==> src/rtl/uart_pkg.sv <==
// uart_pkg: shared FSM states, data width and baud divisor helper for the UART transmitter
package uart_pkg;
  typedef enum logic [2:0] {IDLE, START, DATA, PARITY, STOP} state_t;
  localparam int DATA_BITS = 8;
  function automatic int calc_divisor(input int clkfreq, input int baud, input int oversample);
    int d;
    d = clkfreq / (baud * oversample);
    return d < 1 ? 1 : d;
  endfunction
endpackage

==> src/rtl/uart_baud_gen.sv <==
// uart_baud_gen: free-running baud divider, one-clk tick at terminal count, restartable
//   clk     in  system clock
//   reset   in  async active-low reset
//   restart in  clears the divider so the next tick is a full period away
//   tick    out one-clk pulse every DIVISOR clks
module uart_baud_gen import uart_pkg::*; #(
  parameter int CLKFREQ    = 12_000_000,
  parameter int BAUD       = 9600,
  parameter int OVERSAMPLE = 1
) (
  input  logic clk,
  input  logic reset,
  input  logic restart,
  output logic tick
);
  localparam int DIVISOR = calc_divisor(CLKFREQ, BAUD, OVERSAMPLE);
  localparam int W = DIVISOR > 1 ? $clog2(DIVISOR) : 1;
  logic [W-1:0] r_cnt;
  assign tick = r_cnt == W'(DIVISOR - 1);
  always_ff @(posedge clk or negedge reset)
    if (!reset) r_cnt <= '0;
    else r_cnt <= (restart || tick) ? '0 : r_cnt + 1'b1;
endmodule

==> src/rtl/uart_xmit.sv <==
// uart_xmit: 8N1 UART transmitter (8E1 when XMIT_PARITY_EN is defined), idle-high
//   clk      in  system clock
//   reset    in  async active-low reset
//   char     in  character, latched when a request is accepted
//   sendchar in  request; a rising edge while idle starts a frame
//   txpin    out registered serial line, 1 = mark
//   busy     out high while a frame is in progress
module uart_xmit import uart_pkg::*; #(
  parameter int CLKFREQ    = 12_000_000,
  parameter int BAUD       = 9600,
  parameter int OVERSAMPLE = 1
) (
  input  logic       clk,
  input  logic       reset,
  input  logic [7:0] char,
  input  logic       sendchar,
  output logic       txpin,
  output logic       busy
);
  localparam int OSW = OVERSAMPLE > 1 ? $clog2(OVERSAMPLE) : 1;
  localparam int CW  = $clog2(DATA_BITS);
  state_t               r_state;
  logic [DATA_BITS-1:0] r_sr;
  logic [CW-1:0]        r_cnt;
  logic [OSW-1:0]       r_os;
  logic                 r_send_q, r_txpin, r_busy;
  logic                 w_tick, w_accept, w_bit_end;
`ifdef XMIT_PARITY_EN
  logic                 r_par;
`endif
  assign w_accept  = sendchar && !r_send_q && r_state == IDLE;
  // a bit ends on the last of OVERSAMPLE ticks
  assign w_bit_end = w_tick && r_os == OSW'(OVERSAMPLE - 1);
  assign txpin     = r_txpin;
  assign busy      = r_busy;
  uart_baud_gen #(.CLKFREQ(CLKFREQ), .BAUD(BAUD), .OVERSAMPLE(OVERSAMPLE)) u_baud (
    .clk(clk), .reset(reset), .restart(w_accept), .tick(w_tick)
  );
  always_ff @(posedge clk or negedge reset)
    if (!reset) begin
      r_state  <= IDLE;
      r_sr     <= '0;
      r_cnt    <= '0;
      r_os     <= '0;
      r_send_q <= 1'b0;
      r_txpin  <= 1'b1;
      r_busy   <= 1'b0;
`ifdef XMIT_PARITY_EN
      r_par    <= 1'b0;
`endif
    end else begin
      r_send_q <= sendchar;
      if (r_state != IDLE && w_tick) r_os <= w_bit_end ? '0 : r_os + 1'b1;
      case (r_state)
        IDLE: if (w_accept) begin
          r_sr    <= char;
          r_cnt   <= '0;
          r_os    <= '0;
          r_state <= START;
          r_txpin <= 1'b0;
          r_busy  <= 1'b1;
`ifdef XMIT_PARITY_EN
          r_par   <= ^char;
`endif
        end
        START: if (w_bit_end) begin
          r_state <= DATA;
          r_txpin <= r_sr[0];
        end
        DATA: if (w_bit_end) begin
          if (r_cnt == CW'(DATA_BITS - 1)) begin
`ifdef XMIT_PARITY_EN
            r_state <= PARITY;
            r_txpin <= r_par;
`else
            r_state <= STOP;
            r_txpin <= 1'b1;
`endif
          end else begin
            r_cnt   <= r_cnt + 1'b1;
            r_sr    <= r_sr >> 1;
            r_txpin <= r_sr[1];
          end
        end
`ifdef XMIT_PARITY_EN
        PARITY: if (w_bit_end) begin
          r_state <= STOP;
          r_txpin <= 1'b1;
        end
`endif
        STOP: if (w_bit_end) begin
          r_state <= IDLE;
          r_busy  <= 1'b0;
          r_txpin <= 1'b1;
        end
        default: begin
          r_state <= IDLE;
          r_busy  <= 1'b0;
          r_txpin <= 1'b1;
        end
      endcase
    end
endmodule

==> config.mk <==
export PLATFORM = sky130hd
export DESIGN_NAME = uart_xmit
export DESIGN_NICKNAME = d
export VERILOG_FILES = /design/src/rtl/uart_pkg.sv /design/src/rtl/uart_baud_gen.sv /design/src/rtl/uart_xmit.sv
export SDC_FILE = /design/constraint.sdc
export NUM_CORES = 1
export LEC_CHECK = 0
export BUFFER_PORTS_ARGS = -buffer_cell sky130_fd_sc_hd__buf_2
export CAP_MARGIN = 0
export CORE_MARGIN = 4
export CORE_UTILIZATION = 35
export DETAILED_ROUTE_END_ITERATION = 6
export PLACE_DENSITY_LB_ADDON = 0.15
export SLEW_MARGIN = 20
export SYNTH_ARGS = -nofsm -noshare
export SYNTH_HDL_FRONTEND = slang
export SYNTH_SLANG_ARGS = --single-unit
==> constraint.sdc <==
create_clock -name clk -period 1.9 [get_ports clk]
set_clock_uncertainty 0.15 [all_clocks]
set_input_delay 0.475 -clock clk [delete_from_list [all_inputs] [get_ports clk]]
set_output_delay 0.475 -clock clk [all_outputs]
set_load 0.02 [all_outputs]
==> tab_implementation.tex, run 1 <==
\begin{tabular}{lr}
\hline
Metric & Value \\
\hline
\multicolumn{2}{l}{\textbf{Yosys}} \\
\quad Portion of the post-synthesis area used by sequential elements & 47.16\% \\
\quad Flops \& latches, synth & 29 \\
\quad Proportion of register bits with asynchronous set or reset after synthesis & 100.0\% \\
\quad Syn nets & 151 \\
\quad Post-Synthesis Cell Area & 1541 um2 \\
\quad Mean instance size in the synthesized netlist & 11.33 um2 \\
\quad Dominant synthesized flop cell & dfrtp\_1 \\
\quad Most frequent cell after synthesis & dfrtp\_1 \\
\quad Cells after Synth & 136 \\
\quad Most area-hungry cell type in the Yosys netlist & dfrtp\_1 \\
\quad Top post-synthesis cells by count & dfrtp\_1, nor2\_1, mux2\_2 \\
\quad Number of flops mapped to enable cells by yosys & 0 \\
\quad Top post-synthesis cells by area & dfrtp\_1, mux2\_4, mux2\_2 \\
\quad Area share of the largest cell type after synthesis & 45.45\% \\
\quad Synth unique cells & 40 \\
\quad Warnings, synthesis & 0 \\
\multicolumn{2}{l}{\textbf{STA}} \\
\quad Worst Tran Pin Value & 0.6454 ns \\
\quad Setup repair after global routing missed its margin & yes \\
\quad Final Critical Period & 1.916 ns \\
\quad Count of final setup violators & 9 \\
\quad Share of the cycle needed by the critical path after routing & 100.8\% \\
\quad Maximum operating frequency & 0.5220 GHz \\
\quad Slew Viols, Final & 0 \\
\quad Final hold violation count & 0 \\
\quad Headroom to the max-slew limit & 56.97\% \\
\quad Sum of negative setup slack & -0.06720 ns \\
\quad Smallest setup slack after layout & -0.01563 ns \\
\multicolumn{2}{l}{\textbf{Critical path}} \\
\quad Critical path type & flop to flop \\
\quad Nature of the critical path endpoint & flop \\
\quad Arrival time worst endpoint & 1.93 ns \\
\quad Delay of the slowest critical-path stage & 0.37 ns \\
\quad Reg-to-reg startpoint & u\_baud.r\_cnt[1] \\
\quad Kind of launch point of the worst setup path & flop \\
\quad Top fanout value on the critical path & 9 \\
\quad Beginning of the critical path & u\_baud.r\_cnt[1] \\
\quad Buffering stage count on the worst path with inverters included & 2 \\
\quad Critical path required time & 1.91 ns \\
\quad Ordered list of cells on the worst path & inv\_1, ha\_1, nor4b\_4, nand4\_2, a21oi\_4, buf\_12, mux2\_4 \\
\quad Cell class contributing the biggest share of worst-path delay & simple AND/OR/NAND/NOR gates \\
\quad Slowest cell on the critical path & dfrtp\_1 \\
\multicolumn{2}{l}{\textbf{CTS}} \\
\quad TritonCTS clock tree & done \\
\quad H-tree depth & 2 \\
\quad Clock transition time at the flip-flop clock pins of the worst setup and hold paths & 0.06 ns \\
\quad CTS Root Buffer Type & clkbuf\_8 \\
\quad Post-CTS Hold Fix Bufs & 0 \\
\quad Clock network latency to the later pin of the worst-skew pair & 0.28 ns \\
\quad Cts bufs inserted & 5 \\
\quad Largest buffer count on any clock path & 2 \\
\quad Num Clock Sinks & 29 \\
\multicolumn{2}{l}{\textbf{Floorplan}} \\
\quad Initial cell density of the core & 37.46\% \\
\quad Placeable core area & 4115 um2 \\
\quad Ports & 13 \\
\quad Die boundary height & 74.37 um \\
\quad Die area & 5530 um2 \\
\quad Cell row count & 23 \\
\quad Die extent in x & 74.37 um \\
\multicolumn{2}{l}{\textbf{Min path}} \\
\quad Worst hold path class & input pin to asynchronous set/reset pin \\
\multicolumn{2}{l}{\textbf{Power}} \\
\quad Total power density per cell area & 999.9 nW/um2 \\
\quad Leakage power summed over all cells & 0.8912 nW \\
\quad Max VDD drop & 543.1 uV \\
\quad Total power of the final layout & 1.914 mW \\
\multicolumn{2}{l}{\textbf{Placement}} \\
\quad Global placer's final weighted congestion & 0.7977 \\
\quad Count of input and output buffers & 12 \\
\quad HPWL reported at the end of detailed placement & 2.099 mm \\
\quad DP Worst Slack & -0.02414 ns \\
\multicolumn{2}{l}{\textbf{Finish}} \\
\quad Antenna cells & 0 \\
\quad Area taken by multi-input logic gates & 788.3 um2 \\
\quad Nets & 186 \\
\quad Area Growth Syn to Fin & 24.19\% \\
\quad Area used by sequential logic in the layout & 726.9 um2 \\
\quad Number of fill cells in the layout & 392 \\
\quad Share of post-route cells with drive strength above 1 & 37.79\% \\
\multicolumn{2}{l}{\textbf{Status}} \\
\quad Violated checks & setup timing \\
\quad Outcome & finished with violations \\
\multicolumn{2}{l}{\textbf{Routing}} \\
\quad Routed wire length & 2.909 mm \\
\quad Vias per cell & 4.847 \\
\quad DR WL/cell & 13.10 um \\
\quad Drt drc & 0 \\
\quad Detail Route Antenna Nets & 0 \\
\quad Total vias in the final route & 1076 \\
\quad Drt pass-1 iters & 4 \\
\quad Initial drt markers & 25 \\
\multicolumn{2}{l}{\textbf{Global routing}} \\
\quad Overall routing resource usage & 12.43\% \\
\quad Via count of the first global-routing pass & 1156 \\
\quad Sum of overflow across all layers after global routing & 0 \\
\quad Number of antenna violations at the first check in global routing & 0 \\
\quad Global-route wire length before repair & 5.244 mm \\
\quad Largest net degree at the start of global routing & 30 \\
\multicolumn{2}{l}{\textbf{Flow run}} \\
\quad Max-capacitance violation count & 0 \\
\hline
\end{tabular}
## final timing paths
| check | slack, ns | depth (start not counted) | end |
|---|---|---|---|
| max reg2reg | -0.02 | 7 | r_sr[5] |
| max in group asynchronous | 1.11 | 1 | busy |
| min | 0.07 | 1 | u_baud.r_cnt[5] |
| min reg2reg | 0.36 | 1 | r_sr[2] |
| min in group clk | 0.17 | 1 | r_send_q |
| max | -0.02 | 7 | r_sr[5] |
## state kept, by name (all words and copies together) (netlist names)
register	count
r_cnt	3
busy	1
r_send_q	1
txpin	1
r_sr	8
u_baud.r_cnt	11
r_os	1
r_state	3
## report_power, final
group	switching [mW]	internal [mW]
logic	0.221	0.337
clock network	0.227	0.260
registers	0.0965	0.772
## layout make-up
cell class	instances	area share, %
well taps	50	3.268
multi-input cells	96	41.18
inverters	6	1.176
repair buffers	33	12.22
clock buffers	8	4.183
flip-flops and latches	29	37.97
## per-stage QoR
step / hold WS [ns] / std cells / instance area [um2] / utilization [%]
6_report: 0.06818 / 222 / 1914 / 46.52
4_1_cts: 0.1027 / 220 / 1886 / 45.82
3_5_place_dp: 0.3414 / 211 / 1783 / 43.33
5_1_grt: 0.1270 / 222 / 1914 / 46.52
3_3_place_gp: 0.3429 / 211 / 1783 / 43.33
2_1_floorplan: 0.02941 / 136 / 1541 / -
## logic make-up (layout without fill, tap and decap cells)
kind of cell,after synthesis,after routing,synth area share (%)
simple gates,48,48,17.94
mux,19,19,15.67
flops,29,29,47.16
compound gates,15,15,6.982
fa+ha+maj,4,4,3.247
buf+inv,11,47,3.328
xor+xnor,10,10,5.682
## timing repair
item | 4_1_cts | 5_1_grt
cloned | 0 | 0
endpoints found under the setup margin | 8 | 13
buffers inserted | 1 | 2
pin swaps | 2 | 4
gates resized for setup | 3 | 3
## cells in the final DEF (no fill, tap or decap), drive strengths merged, types with 2 or more instances in the layout
master,n
buf,33
dfrtp,28
mux2,17
nor2,16
clkbuf,8
nand2,7
xor2,6
nor3,6
inv,6
a21oi,5
nand3,4
xnor2,4
ha,4
nand4,4
nand2b,2
nor2b,2
o21ai,2
mux2i,2
## metal layers
metal  global-route usage [%]  wire length, um
met5                        0                0
met4                    5.336               49
met3                    3.649               99
met2                    20.59             1419
met1                    15.01             1340
Power figures use the tool's default switching activity.
==> run 2: changes to the inputs <==
PLACE_DENSITY = 0.58   (was default)
PLACE_DENSITY_LB_ADDON = default   (was 0.15)
==> run 2 against run 1 <==
  * The flow now finishes without violations
  * Worst hold slack better by 0.0067 ns
  * Setup slack better by 0.029 ns
  * Core utilization hardly changed
  * Die area stayed put
  * Combinational power is 3.9% lower
  * Critical path depth stayed put
  * Final cell count is 0.45% higher
  * Largest cell class unchanged
==> tab_implementation.tex, run 2 (synthesized netlist as in run 1, its figures left out) <==
\begin{tabular}{lr}
\hline
Metric & Value \\
\hline
\multicolumn{2}{l}{\textbf{Finish}} \\
\quad Share of post-route cells with drive strength above 1 & 38.15\% (was 37.79\%) \\
\quad Register name with the most flops & u\_baud.r\_cnt (unchanged) \\
\quad Final non-filler cell area & 1916 um2 (was 1914 um2) \\
\quad Antenna cells & 0 (unchanged) \\
\quad Number of flip-flops in the largest register & 11 (unchanged) \\
\quad Final design utilization & 46.55\% (was 46.52\%) \\
\quad Commonest non-fill, non-tap cell in the layout & dfrtp\_1 (unchanged) \\
\quad Leading registers by flop count & u\_baud.r\_cnt (11), r\_sr (8) (unchanged) \\
\quad Post-Layout Cell Count & 223 (was 222) \\
\quad Most frequent cells in the layout & dfrtp\_1, buf\_4, nor2\_1 (unchanged) \\
\quad Area Growth Syn to Fin & 24.27\% (was 24.19\%) \\
\quad Nets & 187 (was 186) \\
\multicolumn{2}{l}{\textbf{Routing}} \\
\quad Initial drt markers & 56 (was 25) \\
\quad Routed wire length & 2.904 mm (was 2.909 mm) \\
\quad Drt pass-1 iters & 4 (unchanged) \\
\quad Vias per cell & 4.982 (was 4.847) \\
\quad Detail Route Antenna Nets & 0 (unchanged) \\
\quad Drt drc & 0 (unchanged) \\
\quad DR WL/cell & 13.02 um (was 13.10 um) \\
\quad Total vias in the final route & 1111 (was 1076) \\
\multicolumn{2}{l}{\textbf{STA}} \\
\quad Maximum operating frequency & 0.5300 GHz (was 0.5220 GHz) \\
\quad Headroom to the max-slew limit & 57.13\% (was 56.97\%) \\
\quad Worst Tran Pin Value & 0.6431 ns (was 0.6454 ns) \\
\quad Share of the cycle needed by the critical path after routing & 99.30\% (was 100.8\%) \\
\quad Sum of negative setup slack & 0 ns (was -0.06720 ns) \\
\quad Worst hold margin & 0.07486 ns (was 0.06818 ns) \\
\quad Setup repair after global routing missed its margin & yes (unchanged) \\
\quad Final hold violation count & 0 (unchanged) \\
\quad Final Critical Period & 1.887 ns (was 1.916 ns) \\
\quad Slew Viols, Final & 0 (unchanged) \\
\quad Count of final setup violators & 0 (was 9) \\
\quad Smallest setup slack after layout & 0.01328 ns (was -0.01563 ns) \\
\multicolumn{2}{l}{\textbf{Placement}} \\
\quad Total cell area at the placement stage & 1798 um2 (was 1783 um2) \\
\quad Count of input and output buffers & 12 (unchanged) \\
\quad Number of placed instances, taps included & 213 (was 211) \\
\quad HPWL reported at the end of detailed placement & 2.135 mm (was 2.099 mm) \\
\quad DP Worst Slack & -0.001963 ns (was -0.02414 ns) \\
\quad Global placer's final weighted congestion & 0.7530 (was 0.7977) \\
\multicolumn{2}{l}{\textbf{CTS}} \\
\quad H-tree depth & 2 (unchanged) \\
\quad TritonCTS clock tree & done (unchanged) \\
\quad Clock transition time at the flip-flop clock pins of the worst setup and hold paths & 0.06 ns (about the same) \\
\quad Largest buffer count on any clock path & 2 (unchanged) \\
\quad CTS Root Buffer Type & clkbuf\_8 (unchanged) \\
\quad Num Clock Sinks & 29 (unchanged) \\
\quad Clock network latency to the later pin of the worst-skew pair & 0.27 ns (was 0.28 ns) \\
\quad Cts bufs inserted & 5 (unchanged) \\
\multicolumn{2}{l}{\textbf{Floorplan}} \\
\quad Die boundary height & 74.37 um (unchanged) \\
\quad Die extent in x & 74.37 um (unchanged) \\
\quad Placeable core area & 4115 um2 (unchanged) \\
\quad Ports & 13 (unchanged) \\
\quad Initial cell density of the core & 37.46\% (unchanged) \\
\quad Die area & 5530 um2 (unchanged) \\
\quad Cell row count & 23 (unchanged) \\
\multicolumn{2}{l}{\textbf{Global routing}} \\
\quad Sum of overflow across all layers after global routing & 0 (unchanged) \\
\quad Via count of the first global-routing pass & 1190 (was 1156) \\
\quad Global-route wire length before repair & 5.140 mm (was 5.244 mm) \\
\quad Largest net degree at the start of global routing & 30 (unchanged) \\
\quad Overall routing resource usage & 12.23\% (was 12.43\%) \\
\quad Number of antenna violations at the first check in global routing & 0 (unchanged) \\
\multicolumn{2}{l}{\textbf{Critical path}} \\
\quad Top fanout value on the critical path & 10 (was 9) \\
\quad Cell with the most instances on the worst path & ha\_1 \\
\quad Cell class contributing the biggest share of worst-path delay & adder cells (was simple AND/OR/NAND/NOR gates) \\
\quad Kind of launch point of the worst setup path & flop (unchanged) \\
\quad Critical path type & flop to flop (unchanged) \\
\quad Ordered list of cells on the worst path & ha\_1, ha\_1, inv\_1, o21ai\_0, a21oi\_4, buf\_12, mux2\_4 (was inv\_1, ha\_1, nor4b\_4, nand4\_2, a21oi\_4, buf\_12, mux2\_4) \\
\quad Buffering stage count on the worst path with inverters included & 2 (unchanged) \\
\quad Slowest cell on the critical path & dfrtp\_1 (unchanged) \\
\quad Delay of the slowest critical-path stage & 0.38 ns (was 0.37 ns) \\
\quad Nature of the critical path endpoint & flop (unchanged) \\
\quad Arrival time worst endpoint & 1.89 ns (was 1.93 ns) \\
\quad Critical path required time & 1.91 ns (about the same) \\
\multicolumn{2}{l}{\textbf{Power}} \\
\quad Total power density per cell area & 983.5 nW/um2 (was 999.9 nW/um2) \\
\quad Leakage power summed over all cells & 0.8918 nW (was 0.8912 nW) \\
\quad Total power of the final layout & 1.884 mW (was 1.914 mW) \\
\quad Max VDD drop & 450.3 uV (was 543.1 uV) \\
\multicolumn{2}{l}{\textbf{Min path}} \\
\quad Worst hold path class & input pin to asynchronous set/reset pin (unchanged) \\
\multicolumn{2}{l}{\textbf{Flow run}} \\
\quad Max-capacitance violation count & 0 (unchanged) \\
\multicolumn{2}{l}{\textbf{Status}} \\
\quad Outcome & completed (was finished with violations) \\
\hline
\end{tabular}
==> run 2: timing repair <==
| item | 4_1_cts | 5_1_grt |
|---|---|---|
| endpoints found under the setup margin | 9 | 12 |
| resized for setup | 1 | 4 |
| pin swaps | 1 | 1 |
| setup buffers | 0 | 2 |
| hold buffers | 0 | 0 |
==> run 2: metal layers <==
layer  up-vias  track usage [%]  wire, um
met3         8            4.189       108
met1       538            14.32      1323
met5         -                0         0
met2        16            20.10      1403
li1        549                -         -
met4         0            5.731        68
==> run 2: worst register-to-register path, stage by stage (launching register included) <==
cell and delay [ns]:
dfrtp_1 0.38, ha_1 0.21, ha_1 0.19, inv_1 0.07, o21ai_0 0.12, a21oi_4 0.19, buf_12 0.16, mux2_4 0.31
==> run 2: worst paths after layout <==
path / slack, ns / endpoint / startpoint / cells after the start
worst min-delay path: 0.07 / u_baud.r_cnt[8] / reset / 1
worst max register to register: 0.01 / r_sr[4] / r_cnt[0] / 7
min in group clk: 0.17 / r_send_q / sendchar / 1
worst max-delay path: 0.01 / r_sr[4] / r_cnt[0] / 7
max in group asynchronous: 1.11 / r_sr[0] / reset / 1
worst min register to register: 0.37 / r_sr[2] / r_sr[2] / 1
==> run 2: area by class of cell <==
class | count | area (um2)
timing repair buffer | 34 | 237.7
clock buffer | 8 | 80.08
fill | 383 | 2200
sequential | 29 | 726.9
multi-input combinational | 96 | 785.8
inverter | 6 | 22.52
tap | 50 | 62.56
==> run 2: power by group <==
group / internal (mW) / switching (mW)
registers: 0.772 / 0.103
clock network: 0.259 / 0.212
logic: 0.320 / 0.217
